===== src/rtl/fl_reclaim.sv =====
// Retire-side return path for physical register tags: buffers up to 2 freed tags per cycle
// in an in-order circular FIFO and drains up to 2 per cycle to the free list.
// Optional double-free detection is compiled in with FL_RECLAIM_DBLFREE_EN.
module fl_reclaim #(
  parameter int DEPTH  = 8,
  parameter int NUM_PR = 96,
  parameter int TAG_W  = 7
) (
  input  logic                     clock,
  input  logic                     reset,
  input  logic [1:0]               rob_retire_num,
  input  logic [TAG_W-1:0]         rob_retire_pr0,
  input  logic [TAG_W-1:0]         rob_retire_pr1,
  input  logic                     fl_hold,
  output logic [1:0]               fl_free_num,
  output logic [TAG_W-1:0]         fl_free_pr0,
  output logic [TAG_W-1:0]         fl_free_pr1,
  output logic                     rob_stall,
  output logic [$clog2(DEPTH):0]   pending_count,
  output logic                     err
);
  localparam int PTR_W = $clog2(DEPTH);
  localparam int CNT_W = PTR_W + 1;

  logic [TAG_W-1:0] r_mem [DEPTH];
  logic [PTR_W-1:0] r_head;
  logic [PTR_W-1:0] r_tail;
  logic [CNT_W-1:0] r_count;
  logic             r_err;

  logic [1:0]       w_pop_num;
  logic [1:0]       w_push_num;
  logic [TAG_W-1:0] w_head_pr0;
  logic [TAG_W-1:0] w_head_pr1;
  logic [CNT_W:0]   w_next_count;
  logic             w_range_ok;
  logic             w_room_ok;
  logic             w_dbl;
  logic             w_legal;

  assign w_head_pr0 = r_mem[r_head];
  assign w_head_pr1 = r_mem[r_head + PTR_W'(1)];

  // Drain is decided from registered state only; the free list takes what is shown.
  assign w_pop_num = fl_hold ? 2'd0 :
                     (r_count >= CNT_W'(2)) ? 2'd2 : r_count[1:0];

  always_comb begin
    w_range_ok = 1'b0;
    case (rob_retire_num)
      2'd0: w_range_ok = 1'b1;
      2'd1: w_range_ok = ({1'b0, rob_retire_pr0} < (TAG_W+1)'(NUM_PR));
      2'd2: w_range_ok = ({1'b0, rob_retire_pr0} < (TAG_W+1)'(NUM_PR)) &&
                         ({1'b0, rob_retire_pr1} < (TAG_W+1)'(NUM_PR));
      default: w_range_ok = 1'b0;
    endcase
  end

  assign w_next_count = {1'b0, r_count} - (CNT_W+1)'(w_pop_num) + (CNT_W+1)'(rob_retire_num);
  assign w_room_ok    = (w_next_count <= (CNT_W+1)'(DEPTH));
  assign w_legal      = w_range_ok && w_room_ok && !w_dbl;
  assign w_push_num   = w_legal ? rob_retire_num : 2'd0;

`ifdef FL_RECLAIM_DBLFREE_EN
  logic [NUM_PR-1:0] r_pend;
  logic [NUM_PR-1:0] w_pop_mask;
  logic [NUM_PR-1:0] w_push_mask;

  always_comb begin
    w_pop_mask  = '0;
    w_push_mask = '0;
    for (int i = 0; i < NUM_PR; i++) begin
      if ((w_pop_num != 2'd0) && (w_head_pr0 == TAG_W'(i))) w_pop_mask[i] = 1'b1;
      if ((w_pop_num == 2'd2) && (w_head_pr1 == TAG_W'(i))) w_pop_mask[i] = 1'b1;
      if (((rob_retire_num == 2'd1) || (rob_retire_num == 2'd2)) &&
          (rob_retire_pr0 == TAG_W'(i))) w_push_mask[i] = 1'b1;
      if ((rob_retire_num == 2'd2) && (rob_retire_pr1 == TAG_W'(i))) w_push_mask[i] = 1'b1;
    end
    // A tag popped this cycle may be freed again in the same cycle.
    w_dbl = (|(w_push_mask & r_pend & ~w_pop_mask)) ||
            ((rob_retire_num == 2'd2) && (rob_retire_pr0 == rob_retire_pr1));
  end

  always_ff @(posedge clock or negedge reset) begin
    if (!reset) r_pend <= '0;
    else        r_pend <= (r_pend & ~w_pop_mask) | (w_legal ? w_push_mask : '0);
  end
`else
  assign w_dbl = 1'b0;
`endif

  always_ff @(posedge clock or negedge reset) begin
    if (!reset) begin
      r_head  <= '0;
      r_tail  <= '0;
      r_count <= '0;
      r_err   <= 1'b0;
    end else begin
      r_head  <= r_head + PTR_W'(w_pop_num);
      r_tail  <= r_tail + PTR_W'(w_push_num);
      r_count <= r_count - CNT_W'(w_pop_num) + CNT_W'(w_push_num);
      if (!w_legal) r_err <= 1'b1;
    end
  end

  // Storage is not reset; validity is tracked entirely by head/count.
  always_ff @(posedge clock) begin
    if (w_push_num != 2'd0) r_mem[r_tail] <= rob_retire_pr0;
    if (w_push_num == 2'd2) r_mem[r_tail + PTR_W'(1)] <= rob_retire_pr1;
  end

  assign fl_free_num   = w_pop_num;
  assign fl_free_pr0   = (w_pop_num != 2'd0) ? w_head_pr0 : '0;
  assign fl_free_pr1   = (w_pop_num == 2'd2) ? w_head_pr1 : '0;
  assign rob_stall     = ((CNT_W'(DEPTH) - r_count) < CNT_W'(2));
  assign pending_count = r_count;
  assign err           = r_err;

endmodule


===== config.mk =====
export PLATFORM = sky130hd
export DESIGN_NAME = fl_reclaim
export DESIGN_NICKNAME = d
export VERILOG_FILES = /design/src/rtl/fl_reclaim.sv
export SDC_FILE = /design/constraint.sdc
export NUM_CORES = 1
export LEC_CHECK = 0
export ABC_AREA = 1
export ABC_CLOCK_PERIOD_IN_PS = 4280
export BUFFER_PORTS_ARGS = -buffer_cell sky130_fd_sc_hd__clkbuf_2
export CAP_MARGIN = 10
export CORE_MARGIN = 10
export CORE_UTILIZATION = 55
export DETAILED_ROUTE_END_ITERATION = 6
export PLACE_DENSITY = 0.77
export SYNTH_ARGS = -nofsm -noshare
export SYNTH_HDL_FRONTEND = slang
export SYNTH_SLANG_ARGS = --single-unit

===== constraint.sdc =====
create_clock -name clock -period 4.28 [get_ports clock]
set_clock_uncertainty 0.15 [all_clocks]
set_input_delay 0.428 -clock clock [delete_from_list [all_inputs] [get_ports clock]]
set_output_delay 0.428 -clock clock [all_outputs]
set_load 0.03 [all_outputs]

; ---- Yosys cells after proc, flatten, opt, wreduce, memory -nomap -nowiden
; Memory sizes are Yosys's and may differ from the RTL's.
; Cells that the tools add are included.
[totals]
ff_bits = 11
ram_bits = 56
inputBits = 19
output_inout_bits = 22
elab_cells = 38
memories = 1
[mem_list]
columns = memory, words, word_bits, read_ports, rd_ports_with_merged_regs, write_ports, line
row1 = r_mem, 8, 7, 2, 0, 2, 25  ; logic [TAG_W-1:0] r_mem [DEPTH];
[op_classes]
add_sub_neg = 9
magnitude_cmp = 5
n_eq_ne = 4
muxes = 10
reduce_logical = 5
[ops]
columns = cell, n
row1 = $lt 7x7->1 const B, 2
row2 = $mux 7, 2
row3 = $add 3x1->3 const B, 2
row4 = $add 3x2->3, 2
row5 = $eq 2x2->1 const B, 3
row6 = $mux 2, 3
row7 = $add 5x2->5, 1
row8 = $le 5x4->1 const B, 1
row9 = $sub 4x2->5, 1
row10 = $add 4x2->4, 1
row11 = $ge 4x2->1 const B, 1
row12 = $lt 4x2->1 const B, 1
row13 = $mux 1, 4
row14 = $reduce_bool 2->1, 2
row15 = $sub 4x2->4, 1
row16 = $sub 4x4->4 const A, 1
row17 = $pmux 1 s3, 1
row18 = $eq 2x1->1 const B, 1
row19 = $logic_and 1x1->1, 2
row20 = $logic_not 2->1, 1

; ---- Logic depth before layout (Yosys ltp)
; Gate-level depths: netlist (run 1).
[logic_depth]
word_depth = 11
mapped_depth = 24
ltp_nobuf = 23

; ---- Worst setup path after synthesis (run 1)
; Ideal clock, no wire load.
[synth_path]
kind = register -> register
start = register r_count[0] (netlist: pending_count[0])
end = register r_count[2] (netlist: pending_count[2])
arrival_time_ns = 4.680
required_ns = 4.006
setup_slack_ns = -0.674
path_stages_with_launch = 21
path_buffers = 1
synth_period_minus_slack_ns = 4.954
path_cell_list = dfrtp_1 inv_1 ha_1 nor2_1 nand2_1 nor3_1 ha_1 inv_1 ha_1 fa_1 nor2_1 nand2_1 inv_2 nor2_4 nor2_8 buf_6 nand2_1 fa_1 inv_1 fa_1 xor2_1
[synth_via]
elab_chain_len = 9
word_cells_on_any_way = 10
classes_between = add/sub (4) / order compare (2) / mux (3) / reduce/logical (1)
[synth_lines]
columns = item, line
row1 = start: declaration, 28  ; logic [CNT_W-1:0] r_count;
row2 = start signal: assignment, 101  ; r_count <= r_count - CNT_W'(w_pop_num) + CNT_W'(w_push_num);
row3 = $ge 4x2->1, 46  ; (r_count >= CNT_W'(2)) ? 2'd2 : r_count[1:0];
row4 = $mux 2 (*), 46
row5 = $mux 2 (*), 45  ; assign w_pop_num = fl_hold ? 2'd0 :
row6 = net fl_free_num[0], 15  ; output logic [1:0] fl_free_num,
row7 = $sub 4x2->5, 59  ; assign w_next_count = {1'b0, r_count} - (CNT_W+1)'(w_pop_num) + (CNT_W+1)'(rob_retire_num);
row8 = $add 5x2->5, 59
row9 = $le 5x4->1, 60  ; assign w_room_ok = (w_next_count <= (CNT_W+1)'(DEPTH));
row10 = $logic_and 1x1->1, 61  ; assign w_legal = w_range_ok && w_room_ok && !w_dbl;
row11 = $mux 2, 62  ; assign w_push_num = w_legal ? rob_retire_num : 2'd0;
row12 = $add 4x2->4 (*), 101
; Mark *: on every way through the listed nets, which the timed path passes. The rest lies on a longest branch.
; A chain may end at the register's enable or synchronous reset.

; ---- Final worst setup path (run 1)
[layout_path]
start = register r_count[0] (netlist: pending_count[0])
end = register r_count[2] (netlist: pending_count[2])
[layout_via]
elab_chain_len = 9
word_cells_on_any_way = 10
classes_between = add/sub (4) / order compare (2) / mux (3) / reduce/logical (1)
[layout_lines]
columns = item, line
row1 = $ge 4x2->1, 46
row2 = $mux 2, 46
row3 = $mux 2, 45
row4 = $sub 4x2->5, 59
row5 = $add 5x2->5, 59
row6 = $le 5x4->1, 60
row7 = $logic_and 1x1->1, 61
row8 = $mux 2, 62
row9 = $add 4x2->4 (*), 101
; Every way passes the cells marked *; elsewhere a longest branch is shown, timed or not.

==> results of run 1 <==
[synth_stat cells, types with 2 or more instances]
cell,instances
a21oi_1,26
buf_1,12
buf_2,11
buf_4,2
buf_6,9
clkbuf_1,12
dfrtp_1,11
edfxtp_1,56
fa_1,6
ha_1,16
inv_1,38
inv_2,3
nand2_1,144
nand2_2,2
nand3_1,13
nand3_4,2
nand4_1,58
nand4_4,8
nor2_1,66
nor2_4,9
o211ai_1,8
o21ai_0,60
o21ai_2,8
o221a_2,5
o221ai_1,6
xnor2_1,3
xor2_1,3
[what timing repair did]
item	in CTS	in global routing
buffers inserted	0	5
endpoints found under the setup margin	0	3
endpoints found under the hold margin	11	0
hold buffers	1	0
resized for setup	0	5
[cell type report]
type,instances,area (sq um)
Sequential cell,67,1960
Inverter,43,179
Timing Repair Buffer,52,293
Fill cell,797,3560
Tap cell,111,139
Multi-Input combinational cell,451,2740
Clock buffer,9,124
Clock inverter,7,116
[cells by family (layout without fill, tap and decap cells)]
| kind of cell | after synthesis | count (layout) |
|---|---|---|
| adders and majority gates | 22 | 22 |
| AOI/OAI and AO/OA | 115 | 115 |
| xor gates and xnor gates | 7 | 7 |
| and+or+nand+nor | 307 | 307 |
| DFF | 67 | 67 |
| buffers and inverters | 90 | 111 |
[through the flow]
| step | setup TNS, ns | setup WS, ns |
|---|---|---|
| 2_1_floorplan | 0 | 0.00518 |
| 3_3_place_gp | 0 | 0.141 |
| 3_5_place_dp | 0 | 0.0401 |
| 4_1_cts | 0 | 0.0198 |
| 5_1_grt | -0.0960 | -0.0521 |
| 6_report | 0 | 0.156 |
[layer usage]
metal | share of wire (%) | routed length, um
met1 | 42 | 6050
met2 | 44 | 6290
met3 | 11 | 1540
met4 | 2.6 | 366
met5 | 0 | 0
[flip-flops by register name (all words and copies together), names as in the netlist]
signal,cells
r_mem,56
pending_count,4
r_head,3
r_tail,3
err,1
[final timing paths]
check                           slack, ns  cells past startpoint          endpoint
worst max-delay path                 0.16                     21  pending_count[2]
worst min-delay path                 0.34                      3       r_mem[4][3]
worst max register to register       0.16                     21  pending_count[2]
worst min register to register       0.34                      2               err
max in group asynchronous            3.37                      2  pending_count[1]
min in group asynchronous            0.35                      2         r_tail[0]
[worst min-delay path, stage by stage]
cell and delay, ns:
clkbuf_2 0.18, nand2_1 0.07, nand2_1 0.05
[power by group through the flow]
stage | sequential, uW | combinational (uW) | clock, uW
3_5_place_dp | 1090 | 2970 | 0
6_report | 1080 | 3110 | 646
2_1_floorplan | 1020 | 2510 | 0
3_3_place_gp | 1080 | 2880 | 0
5_1_grt | 1100 | 3390 | 673
4_1_cts | 1080 | 2980 | 644
==> reports/qor.txt, run 1 <==
SYNTH
-------------------------------------------------------------------------------------
Combinational family with the most area after synthesis ................ simple AND/OR/NAND/NOR gates
Portion of synthesized cell area occupied by the leading cell type .....        33.1%
Synth Area in Compound Gates ...........................................        13.5%
Simple-gate area share of the yosys netlist ............................        31.4%
Number of enable-type register cells in the synthesized netlist ........           56
Post-synthesis adder-cell area fraction ................................        6.30%
Average size of a mapped cell ..........................................   8.36 sq um
Cell types occupying the most area after synthesis ..................... edfxtp_1, nand2_1, nand4_1, o21ai_0, dfrtp_1
Portion of the post-synthesis area used by sequential elements .........        38.5%
Share of async-settable or async-resettable flops after synthesis ......        16.4%
Count of state elements after synthesis ................................           67
Cell area after synthesis .............................................. 0.00508 sq mm
Syn Inst Count .........................................................          608
Number of library cell types mapped by synthesis .......................           38
Post-synthesis xor/xnor area fraction ..................................        1.57%
Number of nets in the synthesized netlist ..............................          649
Yosys warning count ....................................................            0
Mux cell area share after synthesis ....................................           0%
Cell accounting for the most synthesized area ..........................     edfxtp_1
Most frequently used flop master after synthesis .......................     edfxtp_1

PWR
-------------------------------------------------------------------------------------
Sw Ratio ...............................................................        54.2%
Power dissipated by switching net loads ................................      2620 uW
Overall power consumption ..............................................      4830 uW
Share of total power in the clock network ..............................        13.4%
Internal power .........................................................      2210 uW
Static leakage .........................................................   0.00239 uW
Pwr/cell area ..........................................................  871 mW/mm^2
Proportion of power drawn by combinational gates .......................        64.2%
Worst IR drop on VDD ...................................................   0.000660 V
Fraction of power consumed by sequential logic .........................        22.4%

TIMING
-------------------------------------------------------------------------------------
Max-slew headroom at the worst pin .....................................        16.4%
Worst hold slack across all endpoints ..................................     0.342 ns
Unrepaired setup endpoints after global routing ........................         true
Final number of hold-violating endpoints ...............................            0
Part of the cycle the worst path needs .................................        96.4%
Time the final worst path needs with I/O delays and setup ..............      4.12 ns
FMAX ...................................................................      242 MHz
Slew at the pin with the worst max-slew slack ..........................      1.24 ns
Total count of max-transition violations in the final report ...........            0
# setup viols final ....................................................            0

CRITICAL PATH
-------------------------------------------------------------------------------------
Critical Path Start .................................................... pending_count[0]
Endpoint kind of the worst setup timing path ...........................         flop
Launch instance of the worst register-to-register path ................. pending_count[0]
Crit path arrival time .................................................      4.21 ns
Largest fanout on the critical path ....................................           10
Cell type of the slowest stage on the worst timing path ................         fa_1
Ordered cell list for the critical path ................................ inv_4 -> ha_4 -> nor2_1 -> nand2_1 -> inv_1 -> or2_4 -> clkinv_8 -> fa_1 -> inv_2 -> fa_2 -> nand3_2 -> nand3_1 -> nand2_2 -> nand3_4 -> nor2_8 -> nand2_1 -> ha_1 -> inv_1 -> ha_1 -> fa_2 -> xor2_1
Critical path buffer and inverter count ................................            5
Slowest cell delay on critical path ....................................      0.53 ns
Setup CP Type .......................................................... flop to flop
Kind of cell with the highest combined delay on the critical path ......  adder cells
WP data required .......................................................      4.36 ns
Startpoint type of the worst setup path ................................         flop

FINAL LAYOUT
-------------------------------------------------------------------------------------
Fraction of layout instances using a drive strength above 1 ............        20.3%
Leading cell types in the layout, fill and taps excluded ............... nand2_1, nor2_1, o21ai_0
Area added between synthesis and finish ................................        9.18%
Net total in the final layout ..........................................          665
Filler-free cell count of the finished design ..........................          740
Final Util .............................................................        60.9%
Most frequent standard cell in the layout excluding fill and tap cells .      nand2_1
Post-layout instance area .............................................. 0.00555 sq mm
Number of antenna cells inserted .......................................            0

GLOBAL ROUTE
-------------------------------------------------------------------------------------
GR Overflow Total ......................................................            0
Met3 track demand over resource in global routing ......................        5.03%
Wire length of the first global-routing pass ...........................    22,200 um
Top Usage Layer GRT ....................................................         met2
Vias in the first global route .........................................        4,132
Number of antenna violations at the first check in global routing ......            0
Routing usage on met1 ..................................................        29.2%
Met2 usage in global routing ...........................................        32.3%
Total global-route track usage .........................................        21.2%
Largest net degree at the start of global routing ......................           67

ROUTE
-------------------------------------------------------------------------------------
DR DRC count ...........................................................            0
Vias per Instance ......................................................         6.24
Wire length after detailed routing .....................................    14,200 um
Wire length per cell after detailed routing ............................      19.2 um
DR iter-0 viols ........................................................          905
Vias after detailed routing ............................................        4,620
Antenna violation net count after detailed routing .....................            0
Detailed-router iteration count before antenna repair ..................            7

FLOORPLANNING
-------------------------------------------------------------------------------------
Total Die Area ......................................................... 0.0135 sq mm
Horizontal extent of the die ...........................................       116 um
Row cnt ................................................................           35
Effective utilization at floorplan .....................................        55.8%
Vertical die dimension .................................................       116 um
Placeable core area .................................................... 0.00911 sq mm
I/O pin count ..........................................................           41

CLOCK NETWORK
-------------------------------------------------------------------------------------
Htree depth ............................................................            3
Latest clock arrival within the worst-skew pair ........................      0.34 ns
TritonCTS Buffers ......................................................            9
Number of clock sinks ..................................................           67
Clk pin slew, worst setup/hold paths ...................................      0.08 ns
Clock buffer depth .....................................................            2
Master cell of the clock root buffer ...................................     clkbuf_8
Clock tree from TritonCTS ..............................................          yes

PLACED DESIGN
-------------------------------------------------------------------------------------
Number of buffer cells added on primary ports ..........................           40
Weighted congestion at the end of routability-driven global placement ..        0.883
Dpl cells ..............................................................          718
Detailed-placement wirelength estimate .................................    10,200 um
Post-place instance area ............................................... 0.00525 sq mm

FLOW RUN
-------------------------------------------------------------------------------------
Max-capacitance violation count ........................................            0

RUN STATUS
-------------------------------------------------------------------------------------
Result of the run ...................................................... finished, final reports clean

HOLD PATH
-------------------------------------------------------------------------------------
Class of the tightest hold or removal check ............................ input pin to flop
Worst Hold Launch ...................................................... rob_retire_pr0[3]

No activity file was read; power rests on OpenSTA's default activity.
==> run 2: changes to the inputs <==
--- a/config.mk
+++ b/config.mk
@@ -13,6 +13,7 @@
 export CORE_UTILIZATION = 55
 export DETAILED_ROUTE_END_ITERATION = 6
 export PLACE_DENSITY = 0.77
+export REMOVE_ABC_BUFFERS = 1
 export SYNTH_ARGS = -nofsm -noshare
 export SYNTH_HDL_FRONTEND = slang
 export SYNTH_SLANG_ARGS = --single-unit
==> reports/qor.txt, run 2 (synthesized netlist as in run 1, its figures left out) <==
PWR
-------------------------------------------------------------------------------------
Static leakage .........................................................   0.00242 uW
Worst IR drop on VDD ...................................................   0.000964 V
Overall power consumption ..............................................      4890 uW
Pwr/cell area ..........................................................  882 mW/mm^2

FLOORPLANNING
-------------------------------------------------------------------------------------
Row cnt ................................................................           35
I/O pin count ..........................................................           41
Total Die Area ......................................................... 0.0135 sq mm
Horizontal extent of the die ...........................................       116 um
Placeable core area .................................................... 0.00911 sq mm
Vertical die dimension .................................................       116 um
Effective utilization at floorplan .....................................        55.8%

FINAL LAYOUT
-------------------------------------------------------------------------------------
Net total in the final layout ..........................................          674
Fraction of layout instances using a drive strength above 1 ............        19.3%
Number of antenna cells inserted .......................................            0
Area added between synthesis and finish ................................        9.15%
Largest register FFs ...................................................           56
Post-layout instance area .............................................. 0.00555 sq mm
Biggest register .......................................................        r_mem
Filler cell count ......................................................          773
Leading cell types in the layout, fill and taps excluded ............... nand2_1, nor2_1, o21ai_0
Most frequent standard cell in the layout excluding fill and tap cells .      nand2_1
Final Util .............................................................        60.9%

PLACED DESIGN
-------------------------------------------------------------------------------------
Detailed-placement wirelength estimate .................................      9960 um
Post-place instance area ............................................... 0.00525 sq mm
Pre-CTS setup slack ....................................................  -0.00253 ns
Weighted congestion at the end of routability-driven global placement ..        0.855
Number of buffer cells added on primary ports ..........................           40

TIMING
-------------------------------------------------------------------------------------
Total Negative Setup Slacks ............................................         0 ns
Time the final worst path needs with I/O delays and setup ..............      4.09 ns
FMAX ...................................................................      245 MHz
Setup WS post-layout ...................................................     0.195 ns
Part of the cycle the worst path needs .................................        95.4%
Slew at the pin with the worst max-slew slack ..........................     0.780 ns
Total count of max-transition violations in the final report ...........            0
Max-slew headroom at the worst pin .....................................        48.0%
Final number of hold-violating endpoints ...............................            0
# setup viols final ....................................................            0

CRITICAL PATH
-------------------------------------------------------------------------------------
Critical Path Start .................................................... pending_count[0]
Endpoint kind of the worst setup timing path ...........................         flop
Largest fanout on the critical path ....................................            4
Launch instance of the worst register-to-register path ................. pending_count[0]
Setup CP Type .......................................................... flop to flop
FF-to-FF path depth ....................................................           20
Crit path arrival time .................................................      4.17 ns
WP data required .......................................................      4.37 ns
Setup slack on the worst flop-to-flop path .............................      0.19 ns
Startpoint type of the worst setup path ................................         flop
FF-to-FF End ........................................................... pending_count[2]
Critical path capture point ............................................ pending_count[2]

GLOBAL ROUTE
-------------------------------------------------------------------------------------
Total global-route track usage .........................................        21.4%
GR Overflow Total ......................................................            0
Vias in the first global route .........................................        4,388
Largest net degree at the start of global routing ......................           67
Wire length of the first global-routing pass ...........................    22,800 um
Number of antenna violations at the first check in global routing ......            0

ROUTE
-------------------------------------------------------------------------------------
Vias per Instance ......................................................         6.24
Wire length per cell after detailed routing ............................      18.9 um
Antenna violation net count after detailed routing .....................            0
Vias after detailed routing ............................................        4,672
Wire length after detailed routing .....................................    14,100 um
DR iter-0 viols ........................................................          562
Detailed-router iteration count before antenna repair ..................            6
DR DRC count ...........................................................            0

CLOCK NETWORK
-------------------------------------------------------------------------------------
Clock tree from TritonCTS ..............................................          yes
Clk pin slew, worst setup/hold paths ...................................      0.08 ns
Latest clock arrival within the worst-skew pair ........................      0.35 ns
Clock buffer depth .....................................................            2
Htree depth ............................................................            3
TritonCTS Buffers ......................................................            9
Number of clock sinks ..................................................           67
Master cell of the clock root buffer ...................................     clkbuf_8

HOLD PATH
-------------------------------------------------------------------------------------
Class of the tightest hold or removal check ............................ input pin to flop

FLOW RUN
-------------------------------------------------------------------------------------
Max-capacitance violation count ........................................            0

RUN STATUS
-------------------------------------------------------------------------------------
Result of the run ...................................................... finished, final reports clean

==> run 2: worst min-delay path by stage <==
| stage | start | end | cells after the start |
|---|---|---|---|
| floorplan | reset | err | 0 |
| global placement | reset | err | 1 |
| detailed placement | reset | err | 1 |
| CTS | rob_retire_num[0] | r_tail[0] | 4 |
| global route | rob_retire_pr0[4] | r_mem[7][4] | 3 |
| finish | rob_retire_num[0] | r_tail[0] | 4 |
==> run 2: stage by stage <==
step	instances	hold slack, ns
floorplan	561	-0.0176
global placement	726	0.169
detailed placement	726	0.170
CTS	744	0.315
global route	749	0.349
finish	749	0.303
==> run 2: final cells by class <==
| class | count | area, sq um | area share [%] |
|---|---|---|---|
| Multi-Input combinational cell | 451 | 2690 | 48.5 |
| Sequential cell | 67 | 1960 | 35.3 |
| Timing Repair Buffer | 61 | 360 | 6.49 |
| Inverter | 43 | 164 | 2.95 |
| Tap cell | 111 | 139 | 2.50 |
| Clock buffer | 9 | 124 | 2.23 |
| Clock inverter | 7 | 116 | 2.10 |
==> run 2: what timing repair did <==
action	CTS	global route
buffers inserted	1	5
setup endpoints to repair	1	3
gates resized for setup	0	5
hold endpoints to repair	11	0
pin swaps	2	2
hold buffers	1	0
==> run 2: where the power goes <==
part	switching (uW)	total (uW)	leakage (uW)	internal, uW
clock	260	646	0.000121	386
combinational	2260	3220	0.00167	957
sequential	135	1030	0.000631	893
total	2660	4890	0.00242	2240
==> run 2: worst max-delay path, cell delays in order, from the launching register on <==
cell	delay, ns
dfrtp_1	0.36
inv_1	0.06
ha_1	0.19
nor2_1	0.09
nand2_1	0.07
inv_1	0.06
or2_2	0.14
inv_2	0.06
fa_1	0.51
inv_2	0.05
fa_2	0.41
nand3_1	0.13
nand3_1	0.09
nand2_2	0.09
nand3_4	0.11
nor2_8	0.15
nand2_2	0.07
fa_1	0.51
inv_1	0.08
fa_1	0.43
xor2_1	0.17
==> run 2: metal layers <==
layer  routed length, um  track usage (%)  vias up
met5                   0                0        -
met4                 506             10.5        0
met3                1080             4.26       56
met2                6980             35.6      234
met1                5570             26.1     2210
li1                    -                -     2172
==> run 3: changes to the inputs <==
--- a/config.mk
+++ b/config.mk
@@ -6,13 +6,13 @@
 export NUM_CORES = 1
 export LEC_CHECK = 0
 export ABC_AREA = 1
-export ABC_CLOCK_PERIOD_IN_PS = 4280
+export ABC_CLOCK_PERIOD_IN_PS = 4230
 export BUFFER_PORTS_ARGS = -buffer_cell sky130_fd_sc_hd__clkbuf_2
 export CAP_MARGIN = 10
 export CORE_MARGIN = 10
-export CORE_UTILIZATION = 55
+export CORE_UTILIZATION = 60
 export DETAILED_ROUTE_END_ITERATION = 6
-export PLACE_DENSITY = 0.77
+export PLACE_DENSITY = 0.8
 export REMOVE_ABC_BUFFERS = 1
 export SYNTH_ARGS = -nofsm -noshare
 export SYNTH_HDL_FRONTEND = slang
==> constraint.sdc (replaced) <==
create_clock -name clock -period 4.23 [get_ports clock]
set_clock_uncertainty 0.15 [all_clocks]
set_input_delay 0.423 -clock clock [delete_from_list [all_inputs] [get_ports clock]]
set_output_delay 0.423 -clock clock [all_outputs]
set_load 0.03 [all_outputs]
==> reports/qor.txt, run 3 (synthesized netlist as in run 1, its figures left out) <==
RUN STATUS
-------------------------------------------------------------------------------------
Result of the run ...................................................... finished, final reports clean

CLOCK NETWORK
-------------------------------------------------------------------------------------
Master cell of the clock root buffer ...................................     clkbuf_8
Htree depth ............................................................            3
Clock tree from TritonCTS ..............................................          yes
Latest clock arrival within the worst-skew pair ........................      0.35 ns
Clock buffer depth .....................................................            2
TritonCTS Buffers ......................................................            9
Number of clock sinks ..................................................           67
Clk pin slew, worst setup/hold paths ...................................      0.08 ns

PWR
-------------------------------------------------------------------------------------
Internal power .........................................................      2200 uW
Share of total power in the clock network ..............................        12.5%
Sw Ratio ...............................................................        55.1%
Proportion of power drawn by combinational gates .......................        65.3%
Static leakage .........................................................   0.00240 uW
Worst IR drop on VDD ...................................................    0.00110 V
Fraction of power consumed by sequential logic .........................        22.1%
Overall power consumption ..............................................      4890 uW
Pwr/cell area ..........................................................  884 mW/mm^2
Power dissipated by switching net loads ................................      2690 uW

CRITICAL PATH
-------------------------------------------------------------------------------------
Setup CP Type .......................................................... flop to flop
Kind of cell with the highest combined delay on the critical path ......  adder cells
Endpoint kind of the worst setup timing path ...........................         flop
Ordered cell list for the critical path ................................ ha_2 -> nor2_1 -> nand2_2 -> inv_1 -> or2_2 -> inv_2 -> fa_1 -> inv_2 -> fa_2 -> nand3_2 -> nand3_1 -> nand2_2 -> nand3_4 -> nor2_8 -> nand2_2 -> fa_1 -> inv_2 -> ha_1 -> nand3_1 -> nand2_1 -> xor2_1
Crit path arrival time .................................................      4.16 ns
Startpoint type of the worst setup path ................................         flop
Critical path buffer and inverter count ................................            4
Largest fanout on the critical path ....................................            4
WP data required .......................................................      4.32 ns
Cell type of the slowest stage on the worst timing path ................         fa_1
Slowest cell delay on critical path ....................................      0.58 ns

FLOORPLANNING
-------------------------------------------------------------------------------------
Total Die Area ......................................................... 0.0126 sq mm
I/O pin count ..........................................................           41
Placeable core area .................................................... 0.00822 sq mm
Row cnt ................................................................           33
Effective utilization at floorplan .....................................        61.9%
Vertical die dimension .................................................       112 um
Horizontal extent of the die ...........................................       112 um

TIMING
-------------------------------------------------------------------------------------
# setup viols final ....................................................            0
Setup WS post-layout ...................................................     0.167 ns
Part of the cycle the worst path needs .................................        96.0%
Time the final worst path needs with I/O delays and setup ..............      4.06 ns
Slew at the pin with the worst max-slew slack ..........................     0.845 ns
FMAX ...................................................................      246 MHz
Total count of max-transition violations in the final report ...........            0
Max-slew headroom at the worst pin .....................................        43.4%
Final number of hold-violating endpoints ...............................            0

FINAL LAYOUT
-------------------------------------------------------------------------------------
Number of antenna cells inserted .......................................            0
Fraction of layout instances using a drive strength above 1 ............        20.3%
Area added between synthesis and finish ................................        8.76%
Most frequent standard cell in the layout excluding fill and tap cells .      nand2_1
Net total in the final layout ..........................................          672
Filler cell count ......................................................          668
Leading cell types in the layout, fill and taps excluded ............... nand2_1, nor2_1, o21ai_0
Biggest register .......................................................        r_mem
Final Util .............................................................        67.3%
Largest register FFs ...................................................           56

ROUTE
-------------------------------------------------------------------------------------
Vias after detailed routing ............................................        4,704
Wire length after detailed routing .....................................    14,400 um
Wire length per cell after detailed routing ............................      19.4 um
DR iter-0 viols ........................................................          772
DR DRC count ...........................................................            0
Antenna violation net count after detailed routing .....................            0
Vias per Instance ......................................................         6.35
Detailed-router iteration count before antenna repair ..................            6

PLACED DESIGN
-------------------------------------------------------------------------------------
Number of buffer cells added on primary ports ..........................           40
Pre-CTS setup slack ....................................................  -0.00422 ns
Weighted congestion at the end of routability-driven global placement ..        0.895
Detailed-placement wirelength estimate .................................    10,300 um

HOLD PATH
-------------------------------------------------------------------------------------
Class of the tightest hold or removal check ............................ input pin to flop

GLOBAL ROUTE
-------------------------------------------------------------------------------------
Number of antenna violations at the first check in global routing ......            0
Vias in the first global route .........................................        4,421
Wire length of the first global-routing pass ...........................    23,000 um
Total global-route track usage .........................................        22.3%
GR Overflow Total ......................................................            0
Largest net degree at the start of global routing ......................           67

FLOW RUN
-------------------------------------------------------------------------------------
Max-capacitance violation count ........................................            0

run 3: power by group through the flow:
| stage | Clock, uW | Sequential [uW] | Combinational, uW |
|---|---|---|---|
| after global placement | 0 | 1070 | 2920 |
| after global routing | 638 | 1100 | 3490 |
| after detailed placement | 0 | 1090 | 3040 |
| final | 613 | 1080 | 3190 |
| after floorplan | 0 | 1110 | 2160 |
| after CTS | 609 | 1070 | 3060 |
run 3: final cells by class:
type	instances	area (sq um)	area share [%]
inverters	43	164	2.96
multi-input cells	451	2710	49.0
repair buffers	59	345	6.24
clock buffers	9	124	2.24
well taps	105	131	2.38
flip-flops and latches	67	1960	35.4
clock inverters	7	98.8	1.79
run 3: metal layers:
layer | global-route usage [%] | part of all wire, % | wire, um
met5 | 0 | 0 | 0
met4 | 9.31 | 3.0 | 433
met3 | 4.69 | 11 | 1560
met2 | 36.2 | 48 | 6890
met1 | 28.2 | 38 | 5520
run 3: worst paths after layout:
check,depth (start not counted),start,end,slack (ns)
min in group asynchronous,2,reset,r_head[0],0.33
setup / recovery,21,pending_count[1],pending_count[3],0.17
setup reg to reg,21,pending_count[1],pending_count[3],0.17
hold / removal,4,rob_retire_num[0],r_tail[0],0.32
max in group asynchronous,2,reset,err,3.36
hold reg to reg,2,err,err,0.33
run 3: tightest hold or removal path, delay by kind of cell:
kind | cells | cell delay [ns]
adder cells (fa/ha/maj) | 1 | 0.11
buffers and inverters | 2 | 0.18
AND/OR/NAND/NOR | 1 | 0.08
run 3: timing repair:
action / 4_1_cts / 5_1_grt
endpoints found under the hold margin: 11 / 0
pin swaps: 1 / 6
setup endpoints to repair: 2 / 3
hold buffers: 1 / 0
gates resized for setup: 0 / 11
setup buffers: 0 / 5
run 3: through the flow:
| step | setup TNS, ns | hold slack [ns] | cell area [sq um] | cells |
|---|---|---|---|---|
| 4_1_cts | 0 | 0.312 | 5470 | 736 |
| 5_1_grt | -0.00678 | 0.332 | 5530 | 741 |
| 2_1_floorplan | -21.86 | -0.0226 | 4800 | 561 |
| 3_3_place_gp | 0 | 0.176 | 5230 | 719 |
| 3_5_place_dp | -0.00630 | 0.178 | 5230 | 719 |
| 6_report | 0 | 0.316 | 5530 | 741 |
